File: src/rtl/sat_lane_accum_pkg.sv
// Purpose: shared lane geometry, saturation limits and FSM encoding for the
//          packed lane adder and the lane accumulator.
// Latency: n/a (declarations only).  Backpressure: n/a.
package sat_lane_accum_pkg;

  localparam int LANES  = 4;
  localparam int LANE_W = 4;
  localparam int CNT_W  = 4;

  // Signed lane clamp values: most positive / most negative two's complement.
  localparam logic [LANE_W-1:0] SAT_POS = {1'b0, {(LANE_W-1){1'b1}}};
  localparam logic [LANE_W-1:0] SAT_NEG = {1'b1, {(LANE_W-1){1'b0}}};

  typedef enum logic [1:0] {
    IDLE  = 2'd0,
    ACCUM = 2'd1,
    DONE  = 2'd2
  } state_e;

endpackage

File: src/rtl/sat_lane_add.sv
// Purpose: one signed lane add with saturation to the lane's min/max value.
// Latency: combinational.  Backpressure: none.
// Ports: a, b (lane operands) -> sum_sat (clamped sum), ovfl (clamp applied).
module sat_lane_add #(
  parameter int W = sat_lane_accum_pkg::LANE_W
) (
  input  logic [W-1:0] a,
  input  logic [W-1:0] b,
  output logic [W-1:0] sum_sat,
  output logic         ovfl
);

  localparam logic [W-1:0] LIM_POS = {1'b0, {(W-1){1'b1}}};
  localparam logic [W-1:0] LIM_NEG = {1'b1, {(W-1){1'b0}}};

  logic [W-1:0] sum_raw;

  assign sum_raw = a + b;

  always_comb begin
    // Only like-signed operands can overflow; the wrapped sum flips sign.
    ovfl    = (a[W-1] == b[W-1]) && (sum_raw[W-1] != a[W-1]);
    sum_sat = sum_raw;
    if (ovfl) begin
      sum_sat = a[W-1] ? LIM_NEG : LIM_POS;
    end
  end

endmodule

File: src/rtl/sat_lane_accum.sv
// Purpose: accumulate len packed lane words with per-lane signed saturation.
// Latency: result valid the cycle after the final accept; len+2 cycles minimum.
// Backpressure: in_ready only in ACCUM; result held in DONE until out_ready.
// Ports: start/len launch a job in IDLE; in_valid/in_ready/in_data word
//        stream; out_valid/out_ready/out_data result; sat_flags sticky
//        per-lane saturation; busy = not IDLE.
module sat_lane_accum #(
  parameter int LANES  = sat_lane_accum_pkg::LANES,
  parameter int LANE_W = sat_lane_accum_pkg::LANE_W,
  parameter int CNT_W  = sat_lane_accum_pkg::CNT_W
) (
  input  logic                    clk,
  input  logic                    rst_n,
  input  logic                    start,
  input  logic [CNT_W-1:0]        len,
  input  logic                    in_valid,
  output logic                    in_ready,
  input  logic [LANES*LANE_W-1:0] in_data,
  output logic                    out_valid,
  input  logic                    out_ready,
  output logic [LANES*LANE_W-1:0] out_data,
  output logic [LANES-1:0]        sat_flags,
  output logic                    busy
);

  import sat_lane_accum_pkg::*;

  state_e                  state_q, state_d;
  logic [LANES*LANE_W-1:0] acc_q, acc_d;
  logic [CNT_W-1:0]        rem_q, rem_d;
  logic [LANES-1:0]        sat_q, sat_d;

  logic [LANES*LANE_W-1:0] sum_w;
  logic [LANES-1:0]        ovfl_w;

  for (genvar i = 0; i < LANES; i++) begin : g_lane
    sat_lane_add #(.W(LANE_W)) u_add (
      .a       (acc_q[i*LANE_W +: LANE_W]),
      .b       (in_data[i*LANE_W +: LANE_W]),
      .sum_sat (sum_w[i*LANE_W +: LANE_W]),
      .ovfl    (ovfl_w[i])
    );
  end

  // Handshake outputs decode straight from state so an async reset clears
  // them immediately.
  assign in_ready  = (state_q == ACCUM);
  assign out_valid = (state_q == DONE);
  assign busy      = (state_q != IDLE);
  assign out_data  = acc_q;
  assign sat_flags = sat_q;

  always_comb begin
    state_d = state_q;
    acc_d   = acc_q;
    rem_d   = rem_q;
    sat_d   = sat_q;
    unique case (state_q)
      IDLE: begin
        if (start) begin
          acc_d = '0;
          sat_d = '0;
          if (len != '0) begin
            rem_d   = len;
            state_d = ACCUM;
          end else begin
            // Empty job skips ACCUM so remaining never has to count from 0.
            state_d = DONE;
          end
        end
      end
      ACCUM: begin
        if (in_valid) begin
          acc_d = sum_w;
          sat_d = sat_q | ovfl_w;
          rem_d = rem_q - CNT_W'(1);
          if (rem_q == CNT_W'(1)) begin
            state_d = DONE;
          end
        end
      end
      DONE: begin
        if (out_ready) begin
          state_d = IDLE;
        end
      end
      default: state_d = IDLE;
    endcase
  end

  always_ff @(posedge clk or negedge rst_n) begin
    if (!rst_n) begin
      state_q <= IDLE;
      acc_q   <= '0;
      rem_q   <= '0;
      sat_q   <= '0;
    end else begin
      state_q <= state_d;
      acc_q   <= acc_d;
      rem_q   <= rem_d;
      sat_q   <= sat_d;
    end
  end

endmodule

File: config.mk
export PLATFORM = sky130hd
export DESIGN_NAME = sat_lane_accum
export DESIGN_NICKNAME = d
export VERILOG_FILES = /design/src/rtl/sat_lane_accum_pkg.sv /design/src/rtl/sat_lane_add.sv /design/src/rtl/sat_lane_accum.sv
export SDC_FILE = /design/constraint.sdc
export NUM_CORES = 1
export LEC_CHECK = 0
export ABC_CLOCK_PERIOD_IN_PS = 2170
export CAP_MARGIN = 20
export CORE_ASPECT_RATIO = 1.2
export CORE_MARGIN = 5
export CORE_UTILIZATION = 49
export DETAILED_ROUTE_END_ITERATION = 8
export GPL_TIMING_DRIVEN = 1
export HOLD_SLACK_MARGIN = 0.06
export PLACE_DENSITY_LB_ADDON = 0.25
export SLEW_MARGIN = 0
export SYNTH_ARGS = -nofsm -noshare
export SYNTH_HDL_FRONTEND = slang
export SYNTH_SLANG_ARGS = --single-unit
File: constraint.sdc
create_clock -name clk -period 2.17 [get_ports clk]
set_clock_uncertainty 0.15 [all_clocks]
set_input_delay 0.434 -clock clk [delete_from_list [all_inputs] [get_ports clk]]
set_output_delay 0.434 -clock clk [all_outputs]
set_load 0.02 [all_outputs]
# Word-level counts from Yosys, hierarchy flattened

Cells that the tools add are included.

Register bits: 26
Bits of input ports: 25
Output and inout bits: 23

$add $sub $neg: 5
Eq/ne operators: 16
Multiplexer cells: 24
Bitwise gates (word level): 1
Reductions and logical operators: 11

Operator list:

| operator              | count |
|---|---|
| $mux W4               | 13 |
| $mux W16              | 2 |
| $pmux W16 S2          | 1 |
| $add A4 B4 Y4         | 4 |
| $pmux W4 S2           | 2 |
| $mux W2               | 5 |
| $reduce_and A4 Y1     | 2 |
| $ne A2 B2 Y1 const B  | 3 |
| $pmux W2 S3           | 1 |
| $eq A1 B1 Y1          | 4 |
| $eq A4 B1 Y1 const B  | 1 |
| $logic_and A1 B1 Y1   | 4 |
| $ne A1 B1 Y1          | 4 |
| $ne A2 B1 Y1 const B  | 2 |
| $or A4 B4 Y4          | 1 |
| $reduce_bool A2 Y1    | 2 |
| $reduce_bool A4 Y1    | 1 |
| $sub A4 B1 Y4 const B | 1 |
| $reduce_and A3 Y1     | 1 |
| $eq A2 B1 Y1 const B  | 1 |
| $eq A2 B2 Y1 const B  | 1 |
| $logic_not A2 Y1      | 1 |

# Longest topological paths before layout

Depth after elaboration: 6
Mapped depth: 7

# By module

Synthesis repeated with hierarchy kept, for this count alone.

Cell total of the unflattened synthesis: 245
Area total of the unflattened synthesis: 2060.7 um^2

Modules (own cells, without submodules):

| module         | instances | cells an instance | area an instance (um^2) |
|---|---|---|---|
| sat_lane_accum | 1         | 137               | 1239.9 |
| sat_lane_add   | 4         | 27                | 205.2 |

# Least setup slack after synthesis

No wires, ideal clock.

Path kind: flip-flop to flip-flop
From: register acc_q[13] (netlist: out_data[13])
To: register acc_q[12] (netlist: out_data[12])
Library setup time: 0.121 ns
Data arrival time: 1.624 ns
Data required time: 1.899 ns
Setup slack: 0.275 ns
Cell stages (with the launch flop): 6
Buffers on the path: 0
Cells stage by stage: dfrtp_1 -> ha_1 -> a211o_1 -> a21boi_1 -> o22ai_1 -> a22o_1

Longest elaborated chain between the ends: 6

RTL lines:

| what                   | RTL line             | source |
|---|---|---|
| start, declared        | sat_lane_accum.sv:29 | `logic [LANES*LANE_W-1:0] acc_q, acc_d;` |
| start signal, assigned | sat_lane_accum.sv:94 | `acc_q <= '0;` |
| start signal, assigned | sat_lane_accum.sv:99 | `acc_q <= acc_d;` |
| $add A4 B4 Y4          | sat_lane_add.sv:18   | `assign sum_raw = a + b;` |
| $ne A1 B1 Y1           | sat_lane_add.sv:22   | `ovfl = (a[W-1] == b[W-1]) && (sum_raw[W-1] != a[W-1]);` |
| $logic_and A1 B1 Y1    | sat_lane_add.sv:22   |  |
| $mux W4                | sat_lane_add.sv:24   | `if (ovfl) begin` |
| $mux W16               | sat_lane_accum.sv:73 | `if (in_valid) begin` |
| $pmux W16 S2           | sat_lane_accum.sv:58 | `unique case (state_q)` |

Every way passes these cells. The select of a mux whose other input is x is not followed.
A chain may end at the register's enable or synchronous reset.

# Worst setup path in the final report

From: input in_data[6]
To: register acc_q[6] (netlist: out_data[6])

Longest elaborated chain between the ends: 6

RTL lines:

| what                | RTL line             | source |
|---|---|---|
| start, declared     | sat_lane_accum.sv:18 | `input logic [LANES*LANE_W-1:0] in_data,` |
| $add A4 B4 Y4 *     | sat_lane_add.sv:18   |  |
| $ne A1 B1 Y1        | sat_lane_add.sv:22   |  |
| $logic_and A1 B1 Y1 | sat_lane_add.sv:22   |  |
| $mux W4 *           | sat_lane_add.sv:24   |  |
| $mux W16 *          | sat_lane_accum.sv:73 |  |
| $pmux W16 S2 *      | sat_lane_accum.sv:58 |  |

Mark *: on every way between the ends. The rest lies on a longest branch, timed or not. The select of a mux whose other input is x is not followed.

==> results.py <==
metrics = {
    "layout": {
        "finalNetCount": 325,
        "n_antenna_cell": 0,
        "syn2layout_area_growth_pct": 42.2,
        "final_common_cell": "clkdlybuf4s50_1",
        "layout_common_cells": "clkdlybuf4s50_1, buf_4, dfrtp_1, a21oi_1, inv_1",
        "layout-drive-gt1-share_pct": 20.3,
        "nFillCells": 325,
        "stdcell_area_um2": 2740,
    },
    "sta": {
        "drv_slew": 0,
        "worst_slack_ns": 0.0869,
        "finalSetupViolCount": 0,
        "rsz0062_at_grt": "false",
        "tightest_slew_ns": 0.371,
        "whs_ns": 0.375,
        "hold_viol_final": 0,
        "max_freq_mhz": 480,
        "fin_crit_sh_pct": 96.0,
        "slew_headroom_pct": 75.3,
        "post-route-min-period_ns": 2.08,
    },
    "place": {
        "dp_hpwl_um": 3780,
        "dpl_cell_area_um2": 2660,
        "io_buffers": 47,
        "place_ws_ns": -0.202,
        "globalplace.congestion": 0.839,
    },
    "drt": {
        "drt-initial-drc-count": 104,
        "drtAntennaViolNets": 0,
        "drt-pass1-iter-count": 4,
        "wl_per_cell_um": 15.0,
        "drc": 0,
        "routed_wl_um": 5010,
        "vias_per_cell": 5.41,
        "vias": 1814,
    },
    "die": {
        "ioPinCount": 48,
        "initial_utilization_pct": 49.6,
        "die_w_um": 67.2,
        "die_height_um": 78.7,
        "core-area_um2": 3880,
        "die_area_um2": 5290,
        "rows": 25,
    },
    "cts": {
        "h-tree-depth": 1,
        "cts_tree": "yes",
        "cts_buffers": 3,
        "clock-root-buffer": "clkbuf_8",
        "clock-sinks": 26,
        "insertion_delay_ns": 0.27,
        "post_cts_buffers": 0,
        "clock_path_buffers": 2,
        "clk_pin_slew_ns": 0.09,
    },
    "synth": {
        "ys_ff_latch": 26,
        "ys_seq_area_share_pct": 33.8,
        "synth_cell_types": 47,
        "netlist_area_um2": 1920,
        "synth_edf_count": 0,
        "synthCells": 204,
        "yosys_warnings": 0,
        "yosys_most_used_dff": "dfrtp_1",
        "synthArstFlopShare_pct": 100,
        "synth_fp_nets": 247,
        "syn_avg_cell_area_um2": 9.43,
    },
    "critical_path": {
        "required_ns": 2.18,
        "cp_cell_sequence": "clkdlybuf4s50_1 > ha_1 > or2_2 > a21boi_2 > nor3_1 > a221o_1",
        "path_delay_family": "compound AO/OA/AOI/OAI gates",
        "cp_max_fo": 5,
        "critPathSlowestCell": "clkdlybuf4s50_1",
        "rr_worst_depth": 5,
        "worst_setup_path_end_kind": "register",
        "critPathBufInv": 1,
        "crit_cells": 6,
        "critPathMaxStageDelay_ns": 0.40,
        "cp-start-kind": "input port",
        "critPathArrivalTime_ns": 2.10,
        "critPathKind": "in2reg",
    },
    "global_route": {
        "grt_pass1_wl_um": 8320,
        "use_met1_pct": 26.3,
        "grt_most_used_layer": "met2",
        "grtUsageMet2_pct": 33.4,
        "grt-ovfl-total": 0,
        "use_met3_pct": 2.29,
        "grt_max_degree": 27,
        "grt_usage_pct": 20.0,
        "grt_pass1_vias": 1843,
        "antenna_found_initial": 0,
    },
    "power": {
        "power_density_nw_per_um2": 1420,
        "p_total_mw": 3.89,
        "p_leak_nw": 1.26,
        "ir_worst_vdd_uv": 682,
    },
    "min_path": {
        "min_path_type": "in2async",
    },
    "job": {
        "maxCapViolCount": 0,
    },
    "run_status": {
        "status": "complete, no violations",
    },
}
==> report_power, final <==
part	switching (mW)	leakage [nW]	internal, mW	total, mW
combinational	1.27	0.916	1.31	2.58
clock	0.161	0.0357	0.247	0.408
sequential	0.197	0.311	0.699	0.896
==> routing by layer <==
metal  share of wire [%]  vias to the layer above
met2                  49                       39
met1                  45                      868
met5                   0                        -
li1                    -                      898
met3                 3.7                        9
met4                 1.6                        0
==> worst paths after layout <==
check	from	endpoint	slack, ns
max	in_data[6]	out_data[6]	0.09
min	rst_n	out_data[1]	0.37
max reg2reg	out_data[6]	out_data[6]	0.24
min reg2reg	out_data[10]	out_data[10]	0.39
max in group asynchronous	rst_n	state_q[1]	1.22
min in group clk	out_data[10]	out_data[10]	0.39
==> cell families after synthesis <==
family	Yosys count	share of synthesized area, %
AO/OA/AOI/OAI	82	30.8
AND/OR/NAND/NOR	49	13.9
flip-flops	26	33.8
buffers and inverters	24	5.79
adder cells (fa/ha/maj)	18	13.3
XOR/XNOR	4	1.82
multiplexers	1	0.585
==> registers in the layout (all words and copies together) (netlist names) <==
register,cells
out_data,16
rem_q,4
sat_flags,4
state_q,2
==> worst reg2reg max path, stage by stage, from the launching register on <==
cell and delay, ns:
dfrtp_1 0.42, ha_1 0.31, or2_2 0.32, a21boi_2 0.26
nor3_1 0.09, a221o_1 0.27
==> layout make-up <==
cell class | instances | area [um^2] | area share [%]
multi-input cells | 154 | 1170 | 42.7
repair buffers | 78 | 707 | 25.8
flip-flops and latches | 26 | 652 | 23.8
inverters | 19 | 71.3 | 2.61
well taps | 54 | 67.6 | 2.47
clock buffers | 3 | 41.3 | 1.51
clock inverters | 1 | 30.0 | 1.10
==> per-stage QoR <==
stage	cells	TNS, ns	utilization (%)
6_report	335	0	70.5
5_1_grt	335	0	70.5
4_1_cts	335	0	70.4
3_5_place_dp	331	-2.43	68.5
3_3_place_gp	331	-1.84	68.5
2_1_floorplan	204	0	-
==> cell usage after synthesis, types with 2 or more instances <==
master	number	area share, %
nand2b_1	4	1.3
nand2_1	16	3.1
buf_2	2	0.52
o21ai_1	2	0.52
nor3_1	2	0.52
xor2_1	2	0.91
a21boi_2	3	1.8
a21o_1	4	1.6
dfrtp_1	26	34
inv_1	18	3.5
buf_6	2	1.2
a31oi_1	4	1.3
o22a_1	3	1.4
ha_1	14	9.1
xnor2_1	2	0.91
fa_1	4	4.2
o21ai_0	6	1.6
o211ai_1	3	1.2
a22oi_1	5	2.0
a21oi_1	20	5.2
nor2_1	9	1.8
a211o_1	4	1.8
a22o_1	5	2.3
a21boi_0	3	1.2
or2_2	4	1.3
nand3_1	5	1.3
o22ai_1	9	2.9
o21ba_2	4	2.1
==> what timing repair did <==
| item | CTS | global route |
|---|---|---|
| endpoints found under the setup margin | 3 | 3 |
| hold buffers | 0 | 0 |
| cloned | 0 | 0 |
| resized for setup | 4 | 3 |
Power figures use the tool's default switching activity.
